`config.mk`:
```
export PLATFORM = sky130hd
export DESIGN_NAME = vc_line_buffer
export DESIGN_NICKNAME = d
export VERILOG_FILES = /design/src/rtl/vc_pkg.sv /design/src/rtl/vc_repl_ptr.sv /design/src/rtl/vc_line_buffer.sv
export SDC_FILE = /design/constraint.sdc
export NUM_CORES = 2
export LEC_CHECK = 0
export ABC_AREA = 1
export BUFFER_PORTS_ARGS = -buffer_cell sky130_fd_sc_hd__buf_2
export CORE_MARGIN = 1
export CORE_UTILIZATION = 50
export DETAILED_ROUTE_END_ITERATION = 6
export PLACE_DENSITY = 0.64
export SLEW_MARGIN = 20
export SYNTH_ARGS = -nofsm -noshare
export SYNTH_HDL_FRONTEND = slang
export SYNTH_SLANG_ARGS = --single-unit
```
`constraint.sdc`:
```
create_clock -name clk -period 27.6 [get_ports clk]
set_input_delay 4.14 -clock clk [delete_from_list [all_inputs] [get_ports clk]]
set_output_delay 4.14 -clock clk [all_outputs]
set_load 0.005 [all_outputs]
```
`src/rtl/vc_pkg.sv`:
```
// Shared types for the victim-cache line buffer: request opcodes, response FSM states, parity word width.
// Latency: n/a (types only). Backpressure: n/a.
package vc_pkg;

  typedef enum logic [1:0] {
    OP_RD   = 2'd0,
    OP_INS  = 2'd1,
    OP_SWAP = 2'd2,
    OP_INV  = 2'd3
  } vc_op_e;

  typedef enum logic {
    RESP_EMPTY = 1'b0,
    RESP_FULL  = 1'b1
  } resp_state_e;

  localparam int WORD_W = 32;

endpackage

```
`src/rtl/vc_repl_ptr.sv`:
```
// Insert-slot selection: lowest invalid slot, else round-robin pointer, which it owns.
// Latency: ins_idx combinational from valid_vec; rr_ptr updates on the accept edge. Backpressure: none.
module vc_repl_ptr #(
  parameter int NUM_LINES = 8,
  parameter int IDX_W     = $clog2(NUM_LINES)
) (
  input  logic                 clk,
  input  logic                 rst,
  input  logic [NUM_LINES-1:0] valid_vec,
  input  logic                 ins_fire,
  output logic [IDX_W-1:0]     ins_idx,
  output logic                 use_rr
);

  logic [IDX_W-1:0] rr_ptr;
  logic [IDX_W-1:0] low_idx;
  logic             any_inv;

  // Scan high to low so the last hit left standing is the lowest invalid slot.
  always_comb begin
    any_inv = 1'b0;
    low_idx = '0;
    for (int i = NUM_LINES - 1; i >= 0; i--) begin
      if (!valid_vec[i]) begin
        any_inv = 1'b1;
        low_idx = IDX_W'(i);
      end
    end
  end

  assign use_rr  = !any_inv;
  assign ins_idx = any_inv ? low_idx : rr_ptr;

  always_ff @(posedge clk or negedge rst) begin
    if (!rst) begin
      rr_ptr <= '0;
    end else if (ins_fire && use_rr) begin
      rr_ptr <= (rr_ptr == IDX_W'(NUM_LINES - 1)) ? '0 : rr_ptr + 1'b1;
    end
  end

endmodule

```
`src/rtl/vc_line_buffer.sv`:
```
// Victim-cache line store with RD/INS/SWAP/INV ops; optional per-word parity under VC_PARITY_EN.
// Latency: response registered 1 cycle after accept, one op per cycle sustained.
// Backpressure: req_ready = !resp_valid | resp_ready; response held stable while stalled.
module vc_line_buffer
  import vc_pkg::*;
#(
  parameter int S_LINE    = 256,
  parameter int NUM_LINES = 8,
  parameter int IDX_W     = $clog2(NUM_LINES)
) (
  input  logic                 clk,
  input  logic                 rst,
  input  logic                 req_valid,
  output logic                 req_ready,
  input  logic [1:0]           req_op,
  input  logic [IDX_W-1:0]     req_idx,
  input  logic [S_LINE-1:0]    req_data,
  output logic                 resp_valid,
  input  logic                 resp_ready,
  output logic [S_LINE-1:0]    resp_data,
  output logic [IDX_W-1:0]     resp_idx,
  output logic                 resp_hit,
  output logic                 resp_perr,
  output logic [NUM_LINES-1:0] valid_vec,
  output logic                 full
);

  vc_op_e           op;
  resp_state_e      state, state_nxt;
  logic             accept;
  logic             wr_en;
  logic [IDX_W-1:0] ins_idx;
  logic [IDX_W-1:0] tgt_idx;
  logic             use_rr;
  logic [S_LINE-1:0] mem [NUM_LINES];

  assign op         = vc_op_e'(req_op);
  assign resp_valid = (state == RESP_FULL);
  assign req_ready  = !resp_valid || resp_ready;
  assign accept     = req_valid && req_ready;
  assign tgt_idx    = (op == OP_INS) ? ins_idx : req_idx;
  assign wr_en      = accept && (op == OP_INS || op == OP_SWAP);
  assign full       = &valid_vec;

  vc_repl_ptr #(
    .NUM_LINES (NUM_LINES),
    .IDX_W     (IDX_W)
  ) u_repl_ptr (
    .clk       (clk),
    .rst       (rst),
    .valid_vec (valid_vec),
    .ins_fire  (accept && op == OP_INS),
    .ins_idx   (ins_idx),
    .use_rr    (use_rr)
  );

  always_ff @(posedge clk or negedge rst) begin
    if (!rst) state <= RESP_EMPTY;
    else      state <= state_nxt;
  end

  always_comb begin
    state_nxt = state;
    case (state)
      RESP_EMPTY: if (accept) state_nxt = RESP_FULL;
      RESP_FULL:  if (resp_ready && !accept) state_nxt = RESP_EMPTY;
      default:    state_nxt = RESP_EMPTY;
    endcase
  end

  always_ff @(posedge clk or negedge rst) begin
    if (!rst) begin
      valid_vec <= '0;
    end else if (accept) begin
      if (op == OP_INS || op == OP_SWAP) valid_vec[tgt_idx] <= 1'b1;
      else if (op == OP_INV)             valid_vec[tgt_idx] <= 1'b0;
    end
  end

  // Data array is deliberately unreset; the response register samples it in the write edge.
  always_ff @(posedge clk) begin
    if (wr_en) mem[tgt_idx] <= req_data;
  end

  logic perr_nxt;

`ifdef VC_PARITY_EN
  localparam int NWORDS = S_LINE / WORD_W;
  logic [NWORDS-1:0] par_mem [NUM_LINES];
  logic [NWORDS-1:0] wr_par;
  logic [NWORDS-1:0] rd_mismatch;

  always_comb begin
    wr_par      = '0;
    rd_mismatch = '0;
    for (int w = 0; w < NWORDS; w++) begin
      wr_par[w]      = ^req_data[w*WORD_W +: WORD_W];
      rd_mismatch[w] = (^mem[tgt_idx][w*WORD_W +: WORD_W]) ^ par_mem[tgt_idx][w];
    end
  end

  always_ff @(posedge clk) begin
    if (wr_en) par_mem[tgt_idx] <= wr_par;
  end

  assign perr_nxt = |rd_mismatch;
`else
  assign perr_nxt = 1'b0;
`endif

  always_ff @(posedge clk or negedge rst) begin
    if (!rst) begin
      resp_data <= '0;
      resp_idx  <= '0;
      resp_hit  <= 1'b0;
      resp_perr <= 1'b0;
    end else if (accept) begin
      resp_data <= mem[tgt_idx];
      resp_idx  <= tgt_idx;
      resp_hit  <= valid_vec[tgt_idx];
      resp_perr <= perr_nxt;
    end
  end

endmodule

```
**Word level (Yosys, flattened, before mapping)**

Memories as Yosys holds them, arrays and structs flattened. A register that Yosys moved wholly into a read port is not among the register bits.
Cells that the tools add are included.

- Bits of input ports: 265
- Flip-flop bits (word level): 16
- Word-level logic and storage cells: 62
- Memory bits (writable): 2,048
- Output and inout port bits: 272
- Memories kept: 1

- $add $sub $neg: 1
- Bitwise logic cells: 4
- Magnitude comparators: 2
- Eq/ne operators: 4
- Multiplexer cells: 30
- Reduce and logical (&&, ||, !) cells: 15

Memories:

| memory | words | width | read ports | clocked after Yosys merged registers in | wr ports | line | RTL |
|---|---|---|---|---|---|---|---|
| mem | 8 | 256 | 1 | 1 | 1 | vc_line_buffer.sv:35 | `logic [S_LINE-1:0] mem [NUM_LINES];` |

Operator list:

| cell | number |
|---|---|
| 3-bit 2-to-1 mux | 11 |
| 8-bit 2-to-1 mux | 2 |
| 1-bit 2-to-1 mux | 14 |
| 8-bit AND | 1 |
| 8-bit NOT | 1 |
| 8-bit bitwise OR | 1 |
| 8-bit AND reduction | 1 |
| 1-bit logical AND | 6 |
| 2-bit == test (second input constant) | 2 |
| 1-bit logical NOT | 4 |
| 3-bit by 4-bit less-than comparator with 1-bit output (second input constant) | 1 |
| 3-bit by 1-bit adder with 3-bit output (second input constant) | 1 |
| 1-bit binary-select mux with 3-bit select | 1 |
| 1-bit demux with 3-bit select | 1 |
| 3-bit == test (second input constant) | 1 |
| 3-bit by 1-bit >= comparator with 1-bit output (second input constant) | 1 |
| 2-bit by 1-bit == test with 1-bit output (second input constant) | 1 |
| 1-bit logical OR | 2 |
| 1-bit one-hot mux with 2 select lines | 1 |
| 2-bit AND reduction | 1 |
| 2-bit nonzero test | 1 |
| 1-bit NOT | 1 |

**Logic depth before layout (Yosys ltp)**

- Depth after elaboration: 18
- Gate-level depth with buffers: 19
- Mapped depth without buffers: 16

**Modules after synthesis**

From an unflattened synthesis, not the netlist that was laid out.

- Cells, all modules: 9,268
- Area, all modules: 96,565.1 um2

Modules (own cells, without submodules):

| module | times used | seq. area each (um2) | area each (um2) | cells each |
|---|---|---|---|---|
| vc_line_buffer | 1 | 68,230.4 | 96,297.4 | 9,228 |
| vc_repl_ptr | 1 | 75.1 | 267.8 | 40 |

**Least setup slack after synthesis**

No wires, ideal clock.

- Kind: input to register
- Start: input req_op[1]
- End: memory mem[1][0], enable pin
- Setup time: 1,188 ps
- Buffers on the path: 2
- Cell stages on the path: 11
- Arrival: 22,613 ps
- Path slack: 3,799 ps
- Required time: 26,412 ps
- Cells stage by stage: inv_1 ha_1 inv_2 nor2_1 a21oi_1 nand2_2 nor2_4 buf_2 buf_2 inv_1 nor3_1

- Longest elaborated chain between the ends: 5
- Elaborated cells on any way between the ends: 7
- Those cells by class: eq/ne (2); mux (3); reduce/logical (2)

Ends and longest elaborated chain:

| what | line | RTL |
|---|---|---|
| start: declaration | vc_line_buffer.sv:15 | `input logic [1:0] req_op,` |
| 2-bit by 1-bit == test with 1-bit output or 2-bit == test (tied branches) | vc_line_buffer.sv:41, vc_line_buffer.sv:42 |  |
| 1-bit logical OR | vc_line_buffer.sv:42 | `assign wr_en = accept && (op == OP_INS \|\| op == OP_SWAP);` |
| 1-bit logical AND | vc_line_buffer.sv:42 |  |
| 1-bit 2-to-1 mux | vc_line_buffer.sv:82 | `if (wr_en) mem[tgt_idx] <= req_data;` |
| 1-bit 2-to-1 mux (implied by the code) | vc_line_buffer.sv:82 |  |
| end: declaration | vc_line_buffer.sv:35 |  |

Several ways; a longest one is shown, not always the timed one.

**Worst setup path after layout**

- Start: input req_op[1]
- End: memory mem[4][251], enable pin

The elaborated chain is that of the path after synthesis.

==> impl.org <==
** Status
- Result of the run :: finished clean

** Place
- Port bufs :: 535
- Area after detailed placement :: 98700 µm²
- Dpl hpwl :: 127000 µm
- Routability Congestion :: 0.799
- Timing analysis after detailed placement gives a worst setup slack of 16640 ps.

** Floorplanning
- The floorplan step set the die height to 436 µm.
- During I/O placement, the number of pins put on the boundary was 537.
- In this run the horizontal extent of the chip is 436 µm.
- Core area :: 188000 µm²
- Starting density of the core :: 50.3%
- Die outline area :: 190000 µm²
- Number of cell rows :: 159

** Detailed routing
- Number of DRC violations after detailed routing :: 0
- Vias per inst :: 5.60
- Met3 WL post-DR :: 17600 µm
- The first TritonRoute pass finished after 6 iterations.
- Routed length per placed instance :: 22.8 µm
- Wire length after detailed routing :: 253000 µm
- The routed layout has 62000 vias.
- The highest metal layer carrying signal wires in the routed design is met5.
- Initial detailed-routing violation count :: 5762
- Detailed routing placed a total of 124000 µm of wire on met2.
- The detail route stage leaves a number of antenna-violating nets equal to 0.
- In the final routing, the length of wire on met1 measures 103000 µm.

** Synthesis
- Synthesized area :: 94300 µm²
- Cells after synthesis :: 8003
- The synthesized netlist contains 31 unique library cells.
- Of the synthesized area, sequential elements account for 72.4%.
- Per-instance average area after synthesis :: 11.8 µm²
- When the netlist entered floorplanning its net count stood at 8272.
- Yosys printed 0 warnings.
- Synthesis-stage register bit count :: 2320

** Power and ir drop
- Summed over all nets, the switching power comes to 2.06 mW.
- The analysis attributes to cell leakage a power of 41.7 nW.
- Register share of total power :: 50.4%
- Clock group share of total power :: 38.5%
- The worst-case IR drop observed on VDD is 55.9 µV.
- Net Sw Frac :: 25.6%
- Combinational group share of total power :: 11.1%
- Total internal power :: 5.99 mW
- In this run the power density over the cells is 75.5 nW/µm².

** Setup path
- In this run the worst path has a maximum fanout of 170.
- Number of cells on the worst reg-to-reg path :: 15
- Launching element type of the critical path :: input port
- Largest stage delay on the critical path :: 1050 ps
- Critical Path Sink Type :: flip-flop
- Setup Crit Path Kind :: input port to flip-flop
- In this run the number of cells on the critical path is 13.
- CP Data Required Time :: 28060 ps
- Crit-path cells :: buf_2, inv_1, ha_1, nand2_1, inv_2, nand2_8, nand2_8, buf_4, nand2_1, nor2_4, buf_4, buf_4, buf_4
- Worst path top cell family by delay :: buffers and inverters
- Counting both buffers and inverters, the worst setup path holds a total of 7.
- Dominant cell type by count on the critical path :: sky130_fd_sc_hd__buf_4
- Data arrival time at the worst-slack endpoint :: 10430 ps
- Slowest cell on the critical path :: sky130_fd_sc_hd__nand2_8

** Cells and area
- Commonest cells after routing, fill and taps aside :: 2048 x sky130_fd_sc_hd__edfxtp_1, 1632 x sky130_fd_sc_hd__nand3_1, 1052 x sky130_fd_sc_hd__nand2_1
- Fill cells in the final layout number 15300.
- Commonest non-fill, non-tap cell in the layout :: sky130_fd_sc_hd__edfxtp_1
- In the final layout, the share of cells above drive strength 1 is 12.7%.
- Post-route cell area :: 106000 µm²
- Across the whole layout, storage elements account for 68300 µm².
- Compared with the post-synthesis result, the final layout area differs by 12.9%.
- Number of nets at the end of the flow :: 8597
- In the final layout, the multi-input gates occupy 20600 µm².

** Timing
- Of the available clock period, the critical path in the final layout requires 36.1%.
- Worst-Margin Slew :: 1330 ps
- Post-route minimum period :: 9970 ps
- Max Slew Vio Count :: 0
- For the final database, setup skew stands at 42.6 ps.
- Final-report setup violation count :: 0
- Setup slack on the critical path of the routed design comes to 17630 ps.
- Number of hold violations in the final report :: 0
- F_max :: 100 MHz
- Setup repair after global routing missed its margin :: no
- Headroom to the max-slew limit came out at 11.1%.
- Summed over all failing endpoints, the final setup total negative slack is 0 ps.

** GRT
- Residual overflow from global routing :: 0
- Initial antenna violation count :: 65
- The via count of the first global-routing pass came to 60000.
- Entering global routing, the biggest net connects 226 pins.
- Global-route usage over all layers :: 26.3%
- First-pass GRT wire length :: 380000 µm

** Clock tree
- Number of resized instances in the post-cts repair step :: 0
- Post-CTS repair timing setup buffer count :: 0
- The clock passes through at most 3 buffers.
- Clock tree synthesis selected as its root buffer the cell sky130_fd_sc_hd__clkbuf_16.
- H-tree Lvls :: 4
- Clock-pin slew of the registers on the worst-case setup and hold paths :: 60 ps
- CTS tree :: built
- The clock drives 2320 sinks.
- The number of hold buffers added after CTS was 0.
- TritonCTS Buffers :: 231
- Clock latency reported for the late side of the worst-skew pair :: 870 ps

** Hold path
- The tightest min-delay check is of the flip-flop to flip-flop type.
- Along the worst hold path, the cell count comes to 2.

** Run
- Number of maximum-capacitance constraint violations :: 0
path summary, 6_finish.rpt:
kind,from,end,slack (ps)
worst max-delay path,req_op[1],mem[4][251]$_DFFE_PP_,17630
worst min-delay path,resp_idx[0]$_DFFE_PN0P_,resp_idx[0]$_DFFE_PN0P_,500
worst max register to register,flip-flop,mem[1][202]$_DFFE_PP_,20360
worst min register to register,resp_idx[0]$_DFFE_PN0P_,resp_idx[0]$_DFFE_PN0P_,500
max in group asynchronous,rst,resp_data[252]$_DFFE_PN0P_,22100
min in group asynchronous,rst,resp_data[66]$_DFFE_PN0P_,3270
state kept, by name, summed over array words and instances, names as in the netlist, named ones only:
signal,flops
u_repl_ptr.rr_ptr,3
resp_hit,1
resp_valid,1
resp_data,256
mem,2048
resp_idx,3
through the flow:
step	power (mW)	hold WS, ps	std cells	utilization (%)
finish	8.04	502	11100	56.7
global route	8.32	525	11100	56.7
CTS	8.09	505	11000	56.7
detailed placement	5.02	489	10600	52.6
global placement	5.00	485	10600	52.6
floorplan	4.64	476	8003	-
routing by layer:
metal  GRT usage, %  up-vias
li1               -    28400
met5              0        -
met4           9.28       32
met3           4.12      463
met2           44.0     2239
met1           35.0    30900
synthesized netlist by cell type (all sizes together):
library cell	instances	area (µm²)
edfxtp	2048	61500
nand3	1635	8200
nand2	1058	3990
nor2	844	3200
inv	829	3110
buf	328	1680
nand4	306	1910
dfrtp	272	6810
nand3b	227	1700
clkbuf	198	743
or2	104	651
a21oi	70	350
o21ai	70	350
ha	4	50.1
nor3	3	20.0
o31ai	3	22.5
mux2	2	22.5
conb	1	3.75
mux2i	1	10.0
worst min-delay path: cells and delay by family, from the launching register on:
| family | cells | cell delay [ps] |
|---|---|---|
| flip-flops | 1 | 350 |
| AND/OR/NAND/NOR | 1 | 60 |
| AO/OA/AOI/OAI | 1 | 60 |
kinds of logic (layout without fill, tap and decap cells):
group                    count (synthesis)  after routing  synth area share [%]
AO/OA/AOI/OAI                          143            143                 0.767
adder cells (fa/ha/maj)                  4              4                0.0531
buffers and inverters                 1355           1888                  5.87
flip-flops                            2320           2320                  72.4
multiplexers                             3              3                0.0345
other                                    1             40               0.00398
AND/OR/NAND/NOR                       4177           4177                  20.9
power groups by stage:
stage / logic [mW] / registers [mW] / clock network (mW)
floorplan: 0.517 / 4.12 / 0
global placement: 0.880 / 4.12 / 0
detailed placement: 0.893 / 4.13 / 0
CTS: 0.898 / 4.06 / 3.14
global route: 0.985 / 4.06 / 3.27
finish: 0.893 / 4.06 / 3.09
layout make-up:
| cell class | count | share of cell area, % |
|---|---|---|
| well taps | 2495 | 2.93 |
| repair buffers | 618 | 3.38 |
| multi-input cells | 4328 | 19.4 |
| inverters | 829 | 2.94 |
| clock buffers | 352 | 6.26 |
| clock inverters | 89 | 0.871 |
| flip-flops and latches | 2320 | 64.2 |
| diodes | 39 | 0.0917 |
No activity file was read; power rests on OpenSTA's default activity.
